--- src/rtl/tilt_sequencer.sv ---
// -----------------------------------------------------------------------------
// tilt_sequencer
//
// Purpose:
//   Drives the shared CORDIC vectoring engine to turn one raw accelerometer
//   sample (ax, ay, az) into roll and pitch angles. Each accepted sample
//   issues two chained CORDIC requests:
//     1) vector (az, ay)             -> roll  = angle, keep magnitude
//     2) vector (magnitude, -ax)     -> pitch = angle
//   The finished pair is presented with a one-cycle tilt_valid pulse.
//
// Parameters:
//   TIMEOUT        max cycles to wait for crd_done per request (>= 16)
//
// Ports:
//   clk            system clock, rising edge
//   rst            asynchronous active-high reset
//   ax, ay, az     signed 16-bit accelerometer sample
//   acc_valid      one-cycle strobe, sample valid this cycle
//   crd_x, crd_y   signed 24-bit CORDIC input vector (held between requests)
//   crd_start      one-cycle CORDIC request pulse
//   crd_done       one-cycle CORDIC completion pulse
//   crd_angle      CORDIC angle result, 16384 = 90 degrees
//   crd_magnitude  gain-compensated CORDIC magnitude result
//   roll, pitch    tilt angles, 16384 = 90 degrees
//   tilt_valid     one-cycle pulse, roll/pitch just updated
//   busy           high from sample accept until return to IDLE
//   overrun        one-cycle pulse, an incoming sample was dropped
//   timeout_err    sticky abort flag, cleared by the next accepted sample
// -----------------------------------------------------------------------------
module tilt_sequencer #(
    parameter int TIMEOUT = 64
) (
    input  logic               clk,
    input  logic               rst,
    input  logic signed [15:0] ax,
    input  logic signed [15:0] ay,
    input  logic signed [15:0] az,
    input  logic               acc_valid,
    output logic signed [23:0] crd_x,
    output logic signed [23:0] crd_y,
    output logic               crd_start,
    input  logic               crd_done,
    input  logic signed [23:0] crd_angle,
    input  logic signed [23:0] crd_magnitude,
    output logic signed [23:0] roll,
    output logic signed [23:0] pitch,
    output logic               tilt_valid,
    output logic               busy,
    output logic               overrun,
    output logic               timeout_err
);

    localparam logic [1:0] IDLE       = 2'd0;
    localparam logic [1:0] ROLL_WAIT  = 2'd1;
    localparam logic [1:0] PITCH_WAIT = 2'd2;

    localparam int             CW       = $clog2(TIMEOUT);
    localparam logic [CW-1:0]  CNT_LAST = CW'(TIMEOUT - 1);

    logic [1:0]         r_state;
    logic [CW-1:0]      r_count;
    logic signed [15:0] r_axLatched;

    logic signed [23:0] w_azExt;
    logic signed [23:0] w_ayExt;
    logic signed [23:0] w_negAx;
    logic               w_doneValid;

    // Sign extension of the 16-bit sample into the 24-bit CORDIC datapath.
    // The negation is done after widening so -(-32768) becomes +32768.
    assign w_azExt = {{8{az[15]}}, az};
    assign w_ayExt = {{8{ay[15]}}, ay};
    assign w_negAx = -{{8{r_axLatched[15]}}, r_axLatched};

    // A done pulse arriving while our own request is still being presented
    // belongs to an earlier (stale) request and must not be taken as ours.
    assign w_doneValid = crd_done && !crd_start;

    // Main sequencer: accepts a sample in IDLE, issues the roll request,
    // chains the pitch request off the roll magnitude, and publishes both
    // angles. Each wait state has its own timeout; a missing done aborts the
    // sample back to IDLE with the sticky error flag raised. Samples that
    // arrive while not in IDLE (including the edge that returns to IDLE) are
    // dropped and flagged with overrun.
    always_ff @(posedge clk or posedge rst) begin
        if (rst) begin
            r_state     <= IDLE;
            r_count     <= '0;
            r_axLatched <= '0;
            crd_x       <= '0;
            crd_y       <= '0;
            crd_start   <= 1'b0;
            roll        <= '0;
            pitch       <= '0;
            tilt_valid  <= 1'b0;
            busy        <= 1'b0;
            overrun     <= 1'b0;
            timeout_err <= 1'b0;
        end else begin
            crd_start  <= 1'b0;
            tilt_valid <= 1'b0;
            overrun    <= acc_valid && (r_state != IDLE);

            case (r_state)
                IDLE: begin
                    if (acc_valid) begin
                        r_axLatched <= ax;
                        crd_x       <= w_azExt;
                        crd_y       <= w_ayExt;
                        crd_start   <= 1'b1;
                        busy        <= 1'b1;
                        timeout_err <= 1'b0;
                        r_count     <= '0;
                        r_state     <= ROLL_WAIT;
                    end
                end

                ROLL_WAIT: begin
                    if (w_doneValid) begin
                        roll      <= crd_angle;
                        crd_x     <= crd_magnitude;
                        crd_y     <= w_negAx;
                        crd_start <= 1'b1;
                        r_count   <= '0;
                        r_state   <= PITCH_WAIT;
                    end else if (r_count == CNT_LAST) begin
                        timeout_err <= 1'b1;
                        busy        <= 1'b0;
                        r_state     <= IDLE;
                    end else begin
                        r_count <= r_count + 1'b1;
                    end
                end

                PITCH_WAIT: begin
                    if (w_doneValid) begin
                        pitch      <= crd_angle;
                        tilt_valid <= 1'b1;
                        busy       <= 1'b0;
                        r_state    <= IDLE;
                    end else if (r_count == CNT_LAST) begin
                        timeout_err <= 1'b1;
                        busy        <= 1'b0;
                        r_state     <= IDLE;
                    end else begin
                        r_count <= r_count + 1'b1;
                    end
                end

                default: begin
                    busy    <= 1'b0;
                    r_state <= IDLE;
                end
            endcase
        end
    end

endmodule

--- config.mk ---
export PLATFORM = sky130hd
export DESIGN_NAME = tilt_sequencer
export DESIGN_NICKNAME = d
export VERILOG_FILES = /design/src/rtl/tilt_sequencer.sv
export SDC_FILE = /design/constraint.sdc
export NUM_CORES = 1
export LEC_CHECK = 0
export BUFFER_PORTS_ARGS = -buffer_cell sky130_fd_sc_hd__buf_2
export CORE_ASPECT_RATIO = 1.2
export CORE_UTILIZATION = 50
export CTS_BUF_LIST = sky130_fd_sc_hd__clkbuf_2
export DETAILED_ROUTE_END_ITERATION = 8
export PLACE_DENSITY = 0.86
export SLEW_MARGIN = 10
export SYNTH_ARGS = -nofsm -noshare
export SYNTH_HDL_FRONTEND = slang
export SYNTH_SLANG_ARGS = --single-unit
--- constraint.sdc ---
create_clock -name clk -period 10.8 [get_ports clk]
set_clock_uncertainty 0.05 [all_clocks]
set_input_delay 3.24 -clock clk [delete_from_list [all_inputs] [get_ports clk]]
set_output_delay 3.24 -clock clk [all_outputs]
set_load 0.05 [all_outputs]
==> flow_summary.ini, run 1 <==
[status]
outcome = complete, no violations

[cts]
postCtsHoldBufs = 0
cts_buffers = 17
cts.clk_slew.worst_paths_ns = 0.19
cts.repair.resized = 0
cts_tree = done
htreeDepth = 4
clk_latency_ns = 0.65
cts_root_buffer = clkbuf_2
cts_setup_buffers = 0
clk_path_buf_depth = 2
cts.sinks = 125

[synthesis]
yosysSeqAreaShare_pct = 57.1
synthDistinctLibCells = 45
netlist_area_um2 = 5480
syn_avg_cell_area_um2 = 12.0
yosysWarningCount = 0
ys_ff_latch = 125
ys.flop_type = dfrtp_1
synth_top_area_share_pct = 57.1
yosys.area.top_type = dfrtp_1
synth_cells = 457
synth_edf_count = 0
yosys-top-cells-area = dfrtp_1, mux2_2, a21oi_1
syn_nets = 563
synthArstFlopShare_pct = 100

[critical_path]
r2r_slack_ns = 7.63
crit_fanout = 2
startpoint_type = register
max_stage_delay_ns = 0.41
path_class = register to primary output
regToRegEndpoint = crd_y[15]
end_kind = primary output
crit_path_end = crd_y[14]
crit_buf_inv = 1
path_cells = buf_2
rr_startpoint = r_state[1]
cp.depth = 1
cp.required_ns = 7.51
worstPathArrival_ns = 1.34
ff2ff_path_depth = 9
crit_start = crd_y[14]
cp_slowest_cell = dfrtp_1
cpLargestDelayFamily = flip-flops

[placement]
placed_area_um2 = 6580
io_buffers = 200
dp_cells = 765
dp_hpwl_mm = 8.93
gp_congestion = 0.772

[final_layout]
final_cell_area_um2 = 6840
mostFrequentLayoutCells = buf_2, dfrtp_1, mux2_2
area_growth_pct = 24.7
fin_nets = 761
stdcell_count = 797
antenna_cells = 0
layout_commonest_cell = buf_2
drive_gt1_share_pct = 46.7

[floorplan]
die_w_um = 97.6
num_rows = 41
die_h_um = 117
core_um2 = 10600
start_util_pct = 51.9
die-area_um2 = 11400
io_pins = 201

[timing]
fin_crit_sh_pct = 42.9
fmax_mhz = 216
finalHoldViolCount = 0
min_period_ns = 4.63
max-slew-margin-rel_pct = 17.1
setup_viol = 0
setup_tns_ns = 0
rsz0062_at_grt = no
maxSlewViolCount = 0
worst_pin_slew_ns = 1.24

[global_routing]
grt_util_all_layers_pct = 22.4
grt_overflow = 0
grt_antenna_before_repair = 0
grt_pass1_vias = 4243
grt_max_degree = 85
grt_pass1_wl_mm = 20.1

[route]
num_vias = 4262
ant_nets = 0
first_iter_violations = 115
drc = 0
wl_per_cell_um = 15.3
drt-total-wl_mm = 12.2
firstDrtPassIters = 4
viasPerCell = 5.35

[flow_run]
maxCapViolCount = 0

[worst_hold_path]
holdCritPathClass = register to register
## area by class of cell
type,count,area [µm²]
Multi-Input combinational cell,299,2220
Clock inverter,15,174
Inverter,8,32.5
Timing Repair Buffer,204,1030
Sequential cell,125,3130
Fill cell,826,3730
Clock buffer,17,85.1
Tap cell,129,161
## metal layers
layer  up-vias  share of wire, %  track usage (%)
li1       2013                 -                -
met1      2054                41             26.0
met2       184                51             39.6
met3        11               7.2             7.36
met4         0              0.89             7.25
met5         -                 0                0
## sequential cells by signal, summed over array words and instances (netlist names)
name,count
timeout_err,1
overrun,1
roll,24
crd_y,24
pitch,24
busy,1
tilt_valid,1
crd_start,1
r_count,6
r_axLatched,16
r_state,2
crd_x,24
## cells by family (layout without fill, tap and decap cells)
group,Yosys count,in the layout,share of synthesized area [%]
flops,125,125,57.1
compound gates,93,93,9.77
fa+ha+maj,6,6,1.37
mux,90,90,17.9
simple gates,99,99,9.49
buf+inv,33,244,2.65
xor+xnor,11,11,1.76
## worst min-delay path by stage
stage,startpoint,endpoint,slack [ns],cells past startpoint
after detailed placement,crd_y[21],crd_y[21],0.43,1
after global placement,crd_y[20],crd_y[20],0.42,1
after CTS,crd_y[21],crd_y[21],0.47,1
after floorplan,r_count[4],r_count[4],0.43,1
final,crd_y[21],crd_y[21],0.47,1
after global routing,crd_y[23],crd_y[23],0.49,1
## synthesized netlist by cell type, types with 5 or more instances
cell	number
nand2_1	10
inv_1	8
ha_1	6
nor3_1	5
nor2b_1	9
nor2_1	47
o21ai_0	12
buf_2	17
mux2i_1	25
xor2_1	7
o21a_1	9
mux2_2	65
dfrtp_1	125
a21oi_1	51
## metrics by stage
stage	hold slack, ns	setup WS, ns	utilization, %
floorplan	0.434	4.18	-
global placement	0.424	5.67	62.2
detailed placement	0.433	5.56	62.2
CTS	0.470	6.10	64.7
global route	0.490	6.02	64.7
finish	0.469	6.17	64.7
Power of run 1 is not shown: default switching activity piles up to over one toggle a cycle in this logic, so the estimate is an artifact.
==> inputs of run 2 (changes only) <==
==> constraint.sdc (replaced) <==
create_clock -name clk -period 4.5 [get_ports clk]
set_clock_uncertainty 0.05 [all_clocks]
set_input_delay 1.35 -clock clk [delete_from_list [all_inputs] [get_ports clk]]
set_output_delay 1.35 -clock clk [all_outputs]
set_load 0.05 [all_outputs]
==> run 2 against run 1 <==
Against the previous run: global-route usage down 0.44 points; setup slack lost 4.4 ns; cell area grew 1.4%; non-clock buffer count is 4 higher; cell count is 0.50% higher; via count is 0.47% lower; routed wire length is 1.1% higher; first-iteration DRC count increased by 13%; highest routed layer unchanged; register-to-register slack worse by 5.6 ns; die area is the same; hold slack got worse by 0.0062 ns; critical endpoint is now crd_start.
==> flow_summary.ini, run 2 (same netlist as run 1, synthesis figures left out) <==
[critical_path]
worstPathArrival_ns = 1.36
cp.required_ns = 3.10
path_cells = buf_2
cpLargestDelayFamily = flip-flops
max_stage_delay_ns = 0.43
cp_slowest_cell = dfrtp_1
startpoint_type = register
crit_fanout = 4
crit_buf_inv = 1
end_kind = primary output
path_class = register to primary output

[cts]
htreeDepth = 4
cts_tree = done
cts_root_buffer = clkbuf_2
clk_path_buf_depth = 2
cts_setup_buffers = 0
cts.repair.resized = 0
cts.sinks = 125
cts_buffers = 17
postCtsHoldBufs = 0
clk_latency_ns = 0.65
cts.clk_slew.worst_paths_ns = 0.20

[placement]
dp_hpwl_mm = 9.10
dp_slack_ns = 1.15
io_buffers = 200
gp_congestion = 0.802
placed_area_um2 = 6620

[route]
viasPerCell = 5.30
firstDrtPassIters = 4
wl_per_cell_um = 15.4
num_vias = 4242
first_iter_violations = 130
drc = 0
drt-total-wl_mm = 12.3
ant_nets = 0

[floorplan]
num_rows = 41
io_pins = 201
core_um2 = 10600
die_w_um = 97.6
start_util_pct = 51.9
die-area_um2 = 11400
die_h_um = 117

[global_routing]
grt_pass1_vias = 4210
grt_max_degree = 58
grt_pass1_wl_mm = 19.7
grt_antenna_before_repair = 0
grt_util_all_layers_pct = 22.0
grt_overflow = 0

[timing]
min_period_ns = 2.76
fin_crit_sh_pct = 61.4
maxSlewViolCount = 0
setup_viol = 0
finalHoldViolCount = 0
rsz0062_at_grt = no
fmax_mhz = 362
setup_ws_ns = 1.74
hold_slack_ns = 0.463
max-slew-margin-rel_pct = 21.5
setup_tns_ns = 0
worst_pin_slew_ns = 1.18

[final_layout]
final_cell_area_um2 = 6930
n_fill_cell = 817
area_growth_pct = 26.4
drive_gt1_share_pct = 47.3
mostFrequentLayoutCells = buf_2, dfrtp_1, mux2_2
antenna_cells = 0
fin_nets = 765
layout_commonest_cell = buf_2

[flow_run]
maxCapViolCount = 0

[worst_hold_path]
holdCritPathClass = register to register

[status]
outcome = complete, no violations
run 2: stage by stage:
step | instances | utilization (%)
2_1_floorplan | 457 | -
3_3_place_gp | 769 | 62.7
3_5_place_dp | 769 | 62.7
4_1_cts | 801 | 65.6
5_1_grt | 801 | 65.6
6_report | 801 | 65.6
run 2: final cells by class:
type | count | area, µm² | share of cell area [%]
clock buffer | 18 | 90.1 | 1.30
clock inverter | 14 | 218 | 3.14
inverter | 8 | 33.8 | 0.488
multi-input combinational | 299 | 2220 | 32.1
sequential | 125 | 3130 | 45.1
tap | 129 | 161 | 2.33
timing repair buffer | 208 | 1070 | 15.5
run 2: final timing paths:
kind	start	endpoint	slack, ns	cells past startpoint
worst max-delay path	crd_start	crd_start	1.74	1
worst min-delay path	crd_y[20]	crd_y[20]	0.46	1
worst max register to register	r_state[0]	crd_x[9]	2.01	7
worst min register to register	crd_y[20]	crd_y[20]	0.46	1
max in group asynchronous	rst	r_axLatched[5]	2.73	3
min in group asynchronous	rst	crd_x[10]	0.77	2
run 2: worst register-to-register path, stage by stage, from the launching register on:
cell and delay, ns:
dfrtp_1 0.46, inv_1 0.09, ha_1 0.27, nor2b_1 0.23
a211oi_4 0.71, buf_4 0.42, nor2_1 0.08, a21oi_1 0.13
run 2: metal layers:
layer / vias to the layer above / global-route usage, % / wire length (µm)
met4: 0 / 8.53 / 173
met2: 185 / 39.3 / 6290
met1: 2021 / 25.5 / 4960
met3: 17 / 5.69 / 907
met5: - / 0 / 0
li1: 2019 / - / -
Power of run 2 is left out for the same reason.
